[config.mk]
export PLATFORM = sky130hd
export DESIGN_NAME = level_sequencer
export DESIGN_NICKNAME = d
export VERILOG_FILES = /design/src/rtl/level_sequencer.sv
export SDC_FILE = /design/constraint.sdc
export NUM_CORES = 1
export LEC_CHECK = 0
export CAP_MARGIN = 20
export CORE_MARGIN = 2
export CORE_UTILIZATION = 33
export CTS_CLUSTER_DIAMETER = 50
export DETAILED_ROUTE_END_ITERATION = 7
export PLACE_DENSITY_LB_ADDON = 0.1
export SYNTH_ARGS = -nofsm -noshare
export SYNTH_HDL_FRONTEND = slang
export SYNTH_SLANG_ARGS = --single-unit
[constraint.sdc]
create_clock -name clk -period 2.9 [get_ports clk]
set_input_delay 0.58 -clock clk [delete_from_list [all_inputs] [get_ports clk]]
set_output_delay 0.58 -clock clk [all_outputs]
set_load 0.05 [all_outputs]
[src/rtl/level_sequencer.sv]
// -----------------------------------------------------------------------------
// level_sequencer
//
// Purpose:
//   Gameplay engine that runs one level of a memory game. When game_states
//   enters LEVEL_INCREMENT (current_state == 2'b01) it shows a pseudo-random
//   pattern of current_level+1 steps on the LEDs, then checks the player's
//   button presses against that pattern and reports the result with a
//   one-cycle level_complete or game_over_signal pulse.
//
//   The pattern buffer is filled only when a game starts (level 0) and is then
//   replayed as a growing prefix on every following level.
//
// Optional feature:
//   LEVEL_SEQ_TIMEOUT_EN - when defined, the input phase ends with a
//   game_over_signal pulse after TIMEOUT_CYCLES clocks without an accepted
//   press. When undefined, the input phase waits indefinitely.
//
// Ports:
//   clk               in   1  system clock
//   reset             in   1  synchronous, active-high, dominant
//   current_state     in   2  from game_states; 2'b01 = LEVEL_INCREMENT
//   current_level     in   4  from game_states; 0..8
//   switch1..switch4  in   1  debounced, active-high player buttons
//   led               out  4  one-hot pattern display; bit n = switch(n+1)
//   level_complete    out  1  1-cycle pulse: whole pattern entered correctly
//   game_over_signal  out  1  1-cycle pulse: wrong press (or timeout)
//   busy              out  1  high from GEN through CHECK inclusive
//
// States:
//   IDLE     | waiting for current_state == LEVEL_INCREMENT
//   GEN      | filling the pattern buffer from the LFSR, one entry per cycle
//   SHOW_ON  | LED for step idx lit for SHOW_CYCLES clocks
//   SHOW_OFF | LEDs dark for GAP_CYCLES clocks between steps
//   CHECK    | comparing switch rising edges against the pattern
//   DONE     | result reported; wait for current_state to leave 2'b01
// -----------------------------------------------------------------------------
module level_sequencer #(
  parameter int unsigned SHOW_CYCLES    = 25_000_000,
  parameter int unsigned GAP_CYCLES     = 12_500_000,
  parameter int unsigned MAX_LEN        = 16,
  parameter logic [15:0] SEED           = 16'hACE1,
  parameter int unsigned TIMEOUT_CYCLES = 250_000_000
) (
  input  logic       clk,
  input  logic       reset,
  input  logic [1:0] current_state,
  input  logic [3:0] current_level,
  input  logic       switch1,
  input  logic       switch2,
  input  logic       switch3,
  input  logic       switch4,
  output logic [3:0] led,
  output logic       level_complete,
  output logic       game_over_signal,
  output logic       busy
);

  // Parameter sanity: the step index is 4 bits and entries are replayed from
  // index 0, so the buffer must hold the longest level (9 steps) and fit idx.
  if (MAX_LEN < 9 || MAX_LEN > 16) begin : g_bad_max_len
    $error("level_sequencer: MAX_LEN must be in 9..16");
  end
  if (SEED == 16'h0000) begin : g_bad_seed
    $error("level_sequencer: SEED must be non-zero");
  end
  if (SHOW_CYCLES < 1 || GAP_CYCLES < 1 || TIMEOUT_CYCLES < 2) begin : g_bad_timing
    $error("level_sequencer: cycle counts out of range");
  end

  localparam int unsigned TMR_MAX = (SHOW_CYCLES > GAP_CYCLES) ? SHOW_CYCLES : GAP_CYCLES;
  // Timer holds at most TMR_MAX-1 (down-counter with terminal count at zero).
  localparam int TMR_W = (TMR_MAX > 1) ? $clog2(TMR_MAX) : 1;
  localparam logic [TMR_W-1:0] SHOW_LOAD = TMR_W'(SHOW_CYCLES - 1);
  localparam logic [TMR_W-1:0] GAP_LOAD  = TMR_W'(GAP_CYCLES - 1);
  localparam logic [3:0]       LAST_IDX  = 4'(MAX_LEN - 1);

  typedef enum logic [2:0] {
    S_IDLE,
    S_GEN,
    S_SHOW_ON,
    S_SHOW_OFF,
    S_CHECK,
    S_DONE
  } state_t;

  state_t           r_state;
  logic [15:0]      r_lfsr;
  logic [1:0]       r_buf [MAX_LEN];
  logic [3:0]       r_idx;
  logic [4:0]       r_len;
  logic [TMR_W-1:0] r_tmr;
  logic [3:0]       r_sw_q;
  logic [3:0]       r_led;
  logic             r_lc;
  logic             r_go;
  logic             r_busy;

  logic             w_lfsr_fb;
  logic [3:0]       w_sw;
  logic [3:0]       w_rise;
  logic             w_active;
  logic [3:0]       w_lvl_clip;
  logic [4:0]       w_len;
  logic             w_last;
  logic [3:0]       w_first_mask;
  logic [3:0]       w_cur_mask;
  logic [3:0]       w_next_mask;
  logic             w_timeout;

  // Fibonacci taps 16,14,13,11 (bit numbers 1..16 map to indices 0..15).
  assign w_lfsr_fb = r_lfsr[15] ^ r_lfsr[13] ^ r_lfsr[12] ^ r_lfsr[10];

  assign w_sw     = {switch4, switch3, switch2, switch1};
  assign w_rise   = w_sw & ~r_sw_q;
  assign w_active = (current_state == 2'b01);

  assign w_lvl_clip = (current_level > LAST_IDX) ? LAST_IDX : current_level;
  assign w_len      = {1'b0, w_lvl_clip} + 5'd1;
  assign w_last     = (({1'b0, r_idx} + 5'd1) == r_len);

  assign w_first_mask = 4'b0001 << r_buf[0];
  assign w_cur_mask   = 4'b0001 << r_buf[r_idx];
  // Only consulted while idx+1 < len, so the 4-bit wrap of idx+1 never matters.
  assign w_next_mask  = 4'b0001 << r_buf[r_idx + 4'd1];

`ifdef LEVEL_SEQ_TIMEOUT_EN
  localparam int TO_W = $clog2(TIMEOUT_CYCLES);
  localparam logic [TO_W-1:0] TO_LOAD = TO_W'(TIMEOUT_CYCLES - 1);
  logic [TO_W-1:0] r_to_cnt;
  assign w_timeout = (r_to_cnt == '0);
`else
  assign w_timeout = 1'b0;
`endif

  // LFSR free-runs so that the moment the player starts a game picks the
  // pattern. Switch history is sampled every cycle so that a button already
  // held when CHECK begins is not mistaken for a press.
  always_ff @(posedge clk) begin
    if (reset) begin
      r_lfsr <= SEED;
      r_sw_q <= 4'b0000;
    end else begin
      r_lfsr <= {r_lfsr[14:0], w_lfsr_fb};
      r_sw_q <= w_sw;
    end
  end

  // Pattern storage has no reset; contents are only meaningful after GEN.
  always_ff @(posedge clk) begin
    if (r_state == S_GEN) begin
      r_buf[r_idx] <= r_lfsr[1:0];
    end
  end

  always_ff @(posedge clk) begin
    if (reset) begin
      r_state  <= S_IDLE;
      r_idx    <= 4'd0;
      r_len    <= 5'd1;
      r_tmr    <= '0;
      r_led    <= 4'b0000;
      r_lc     <= 1'b0;
      r_go     <= 1'b0;
      r_busy   <= 1'b0;
`ifdef LEVEL_SEQ_TIMEOUT_EN
      r_to_cnt <= '0;
`endif
    end else begin
      r_lc <= 1'b0;
      r_go <= 1'b0;
      case (r_state)
        S_IDLE: begin
          r_led  <= 4'b0000;
          r_busy <= 1'b0;
          r_idx  <= 4'd0;
          if (w_active) begin
            r_len  <= w_len;
            r_busy <= 1'b1;
            if (current_level == 4'd0) begin
              r_state <= S_GEN;
            end else begin
              r_state <= S_SHOW_ON;
              r_led   <= w_first_mask;
              r_tmr   <= SHOW_LOAD;
            end
          end
        end

        S_GEN: begin
          if (!w_active) begin
            r_state <= S_IDLE;
            r_led   <= 4'b0000;
            r_busy  <= 1'b0;
            r_idx   <= 4'd0;
          end else if (r_idx == LAST_IDX) begin
            // buf[0] was written on the first GEN cycle, so it is safe to show.
            r_state <= S_SHOW_ON;
            r_idx   <= 4'd0;
            r_led   <= w_first_mask;
            r_tmr   <= SHOW_LOAD;
          end else begin
            r_idx <= r_idx + 4'd1;
          end
        end

        S_SHOW_ON: begin
          if (!w_active) begin
            r_state <= S_IDLE;
            r_led   <= 4'b0000;
            r_busy  <= 1'b0;
            r_idx   <= 4'd0;
          end else if (r_tmr == '0) begin
            r_state <= S_SHOW_OFF;
            r_led   <= 4'b0000;
            r_tmr   <= GAP_LOAD;
          end else begin
            r_tmr <= r_tmr - 1'b1;
          end
        end

        S_SHOW_OFF: begin
          if (!w_active) begin
            r_state <= S_IDLE;
            r_led   <= 4'b0000;
            r_busy  <= 1'b0;
            r_idx   <= 4'd0;
          end else if (r_tmr == '0) begin
            if (!w_last) begin
              r_state <= S_SHOW_ON;
              r_idx   <= r_idx + 4'd1;
              r_led   <= w_next_mask;
              r_tmr   <= SHOW_LOAD;
            end else begin
              r_state  <= S_CHECK;
              r_idx    <= 4'd0;
              r_led    <= w_sw;
`ifdef LEVEL_SEQ_TIMEOUT_EN
              r_to_cnt <= TO_LOAD;
`endif
            end
          end else begin
            r_tmr <= r_tmr - 1'b1;
          end
        end

        S_CHECK: begin
          if (!w_active) begin
            r_state <= S_IDLE;
            r_led   <= 4'b0000;
            r_busy  <= 1'b0;
            r_idx   <= 4'd0;
          end else begin
            r_led <= w_sw;
            if (w_rise != 4'b0000) begin
              // The expected mask is one-hot, so equality also rejects chords.
              if (w_rise == w_cur_mask) begin
                if (w_last) begin
                  r_lc    <= 1'b1;
                  r_state <= S_DONE;
                  r_led   <= 4'b0000;
                  r_busy  <= 1'b0;
                end else begin
                  r_idx    <= r_idx + 4'd1;
`ifdef LEVEL_SEQ_TIMEOUT_EN
                  r_to_cnt <= TO_LOAD;
`endif
                end
              end else begin
                r_go    <= 1'b1;
                r_state <= S_DONE;
                r_led   <= 4'b0000;
                r_busy  <= 1'b0;
              end
            end else if (w_timeout) begin
              r_go    <= 1'b1;
              r_state <= S_DONE;
              r_led   <= 4'b0000;
              r_busy  <= 1'b0;
            end else begin
`ifdef LEVEL_SEQ_TIMEOUT_EN
              r_to_cnt <= r_to_cnt - 1'b1;
`endif
            end
          end
        end

        S_DONE: begin
          r_led  <= 4'b0000;
          r_busy <= 1'b0;
          r_idx  <= 4'd0;
          // Holding here until game_states moves on prevents a retrigger.
          if (!w_active) begin
            r_state <= S_IDLE;
          end
        end

        default: begin
          r_state <= S_IDLE;
          r_led   <= 4'b0000;
          r_busy  <= 1'b0;
          r_idx   <= 4'd0;
        end
      endcase
    end
  end

  assign led              = r_led;
  assign level_complete   = r_lc;
  assign game_over_signal = r_go;
  assign busy             = r_busy;

endmodule

==> impl_results.md <==
- Outcome: complete, no violations
- Storage element area: 0.00232 mm²
- Post-Synthesis Cells: 472
- Most frequent cell after synthesis: dfxtp_1
- Io pins: 19
- Antenna violations before repair: 0
- Routed Antenna Nets: 0
- Mean routed wirelength per cell: 16.8 µm
- Finish-stage setup viols: 0
- Sequential fraction of the synthesis area: 0.475
- Final Routed Wirelength: 11800 µm
- DPL Wire Length: 8720 µm
- Final Core Density: 0.398
- Layout cell share with drive strength beyond 1: 0.182
- Die width: 126 µm
- Clock sink total: 100
- Slew Viols, Final: 0
- Placed instance area: 0.00545 mm²
- Leak: 2.03 nW
- Total iterations of the first detailed-routing run: 4
- P&R area growth vs syn: 17.8%
- RSZ-0062 raised after global routing: no
- Fin nets: 531
- EDFF count, synth: 32
- Max-cap viol count: 0
- Clock-pin slew on the worst setup and hold paths: 0.07 ns
- Comb pwr share: 0.102
- Non-filler cells, final: 701
- Total power: 3.04 mW
- Worst EP required: 3.17 ns
- Top-area cell type share of the netlist area: 0.278
- Largest cells by area after synthesis: dfxtp_1 28%, edfxtp_1 20%, mux4_2 8.3%, a21oi_1 4.3%, nor2_1 2.7%
- Worst hold-check path type: flop to flop
- Dpl cells: 685
- GP Congestion: 0.854
- Power share of the clock group: 0.384
- Register bit total from synthesis: 100
- Initial Utilization: 0.338
- Via density: 5.17
- Net Sw Power: 780 µW
- Hold_buf cts: 0
- CTS HTree Levels: 3
- Fmax: 367 MHz
- Postcts setup bufs: 0
- Mean Syn Cell Area: 10.4 µm²
- WS Path Type: flop to flop
- Multi-input logic area: 0.00243 mm²
- Final Hold Vio Count: 0
- DRC violation count after routing: 0
- Filler Cells Inserted: 1406
- Slew @ Worst Pin: 0.658 ns
- ANT cells: 0
- Cell area after layout: 0.00576 mm²
- Sequential share of power: 0.514
- Fin Hold WS: 0.410 ns
- Post-Route Skew: 0.00725 ns
- Netlist Area Pre-Place: 0.00489 mm²
- Total grt overflow: 0
- Pin count of the biggest net entering global routing: 32
- Die H: 126 µm
- Switching fraction of total power: 0.257
- Worst vdd rail ir drop: 0.000262 V
- Clk_lat worst skew: 0.35 ns
- CTS Buf Count: 9
- Cell accounting for the most synthesized area: dfxtp_1
- Core area: 0.0145 mm²
- Crit share post-route: 0.940
- Int Power: 2.26 mW
- WP data arrival: 2.99 ns
- Clk buf depth: 2
- Vias in the first global route: 3530
- First-pass GRT wire length: 19200 µm
- Top cells by count, synth: 68 x dfxtp_1, 42 x a21oi_1, 35 x nor2_1
- Critical path startpoint category: flop
- # rows: 44
- Fin crit period: 2.73 ns
- Die area: 0.0158 mm²
- Initial DRC Count: 313
- Via count: 3627
- Setup TNS: 0 ns
- Netlist cell types: 61
- Worst-path fanout max: 13
- Power Dens Cells: 528 mW/mm²
- Syn_nets: 491
- Slew HR: 0.558
- Primary FF master, synth: dfxtp_1
- Cts repair resizes: 0
- Total Routing Usage GR: 0.156
- CTS tree: built
- # port buffers: 18
- Yosys warnings: 0
- CP Capture Type: flop
- Setup Slack @ Placement: 0.00552 ns
- Final worst slack: 0.174 ns
- Root buffer cell: clkbuf_16
- Async SR Flop Fraction: 0
## power groups by stage
stage | Sequential (mW) | Combinational, mW | Clock, mW
final | 1.56 | 0.309 | 1.17
after global routing | 1.57 | 0.348 | 1.27
after CTS | 1.56 | 0.310 | 1.21
after detailed placement | 1.59 | 0.309 | 0
after global placement | 1.59 | 0.306 | 0
after floorplan | 1.58 | 0.214 | 0
## state kept, by name (all words and copies together), names as in the netlist, named ones only
signal and count:
busy 1, game_over_signal 1, led 4, level_complete 1, r_buf 32, r_idx 4, r_len 5, r_lfsr 16
r_state 3, r_sw_q 4, r_tmr 25
## area by class of cell
cell class                      instances  area share
Multi-Input combinational cell        337       0.423
Tap cell                              184      0.0400
Sequential cell                       100       0.404
Clock inverter                          6     0.00826
Clock buffer                           10      0.0415
Inverter                               13     0.00847
Timing Repair Buffer                   51      0.0756
## cell usage in the layout (no fill, tap or decap), types with 6 or more instances in the layout
| master | count |
|---|---|
| nand2b_1 | 6 |
| clkbuf_16 | 9 |
| buf_4 | 32 |
| nor2b_1 | 18 |
| inv_1 | 13 |
| nor4_1 | 6 |
| nand2_1 | 28 |
| nand3_1 | 15 |
| xor2_1 | 13 |
| edfxtp_1 | 32 |
| dfxtp_1 | 67 |
| and2_1 | 18 |
| xnor2_1 | 10 |
| mux4_2 | 18 |
| o21ai_0 | 10 |
| nor3_1 | 24 |
| nor2_1 | 35 |
| a21oi_1 | 41 |
| clkdlybuf4s50_1 | 17 |
| or2_2 | 10 |
| mux2i_1 | 6 |
## critical path, stage by stage (launching register included)
cell	delay, ns
dfxtp_1	0.33
buf_4	0.22
ha_2	0.29
xnor2_1	0.16
and2_1	0.15
o31ai_1	0.08
and3_1	0.24
a2111o_1	0.41
nand2_1	0.11
or4b_1	0.44
a21oi_1	0.20
## layer usage
metal,GRT usage,wire length [µm],vias up
met1,0.217,5890,1757
met4,0.0588,183,0
met2,0.237,5280,55
li1,-,-,1805
met5,0,0,-
met3,0.0340,432,10
## cells by family (layout without fill, tap and decap cells)
family / Yosys count / count (layout) / synth area share
AOI/OAI and AO/OA: 84 / 84 / 0.109
and+or+nand+nor: 197 / 197 / 0.226
DFF: 100 / 100 / 0.475
xor gates and xnor gates: 23 / 23 / 0.0412
muxes: 26 / 26 / 0.0998
adders and majority gates: 7 / 7 / 0.0179
buffers and inverters: 35 / 80 / 0.0312
## final timing paths
check / slack, ns / startpoint / cells after the start / end
max: 0.17 / r_idx[0]$_SDFFE_PP0N_ / 10 / r_idx[3]$_SDFFE_PP0N_
min: 0.41 / r_lfsr[4]$_SDFF_PP0_ / 1 / r_lfsr[5]$_SDFF_PP1_
max reg2reg: 0.17 / r_idx[0]$_SDFFE_PP0N_ / 10 / r_idx[3]$_SDFFE_PP0N_
min reg2reg: 0.41 / r_lfsr[4]$_SDFF_PP0_ / 1 / r_lfsr[5]$_SDFF_PP1_
No activity file was read; power rests on OpenSTA's default activity.
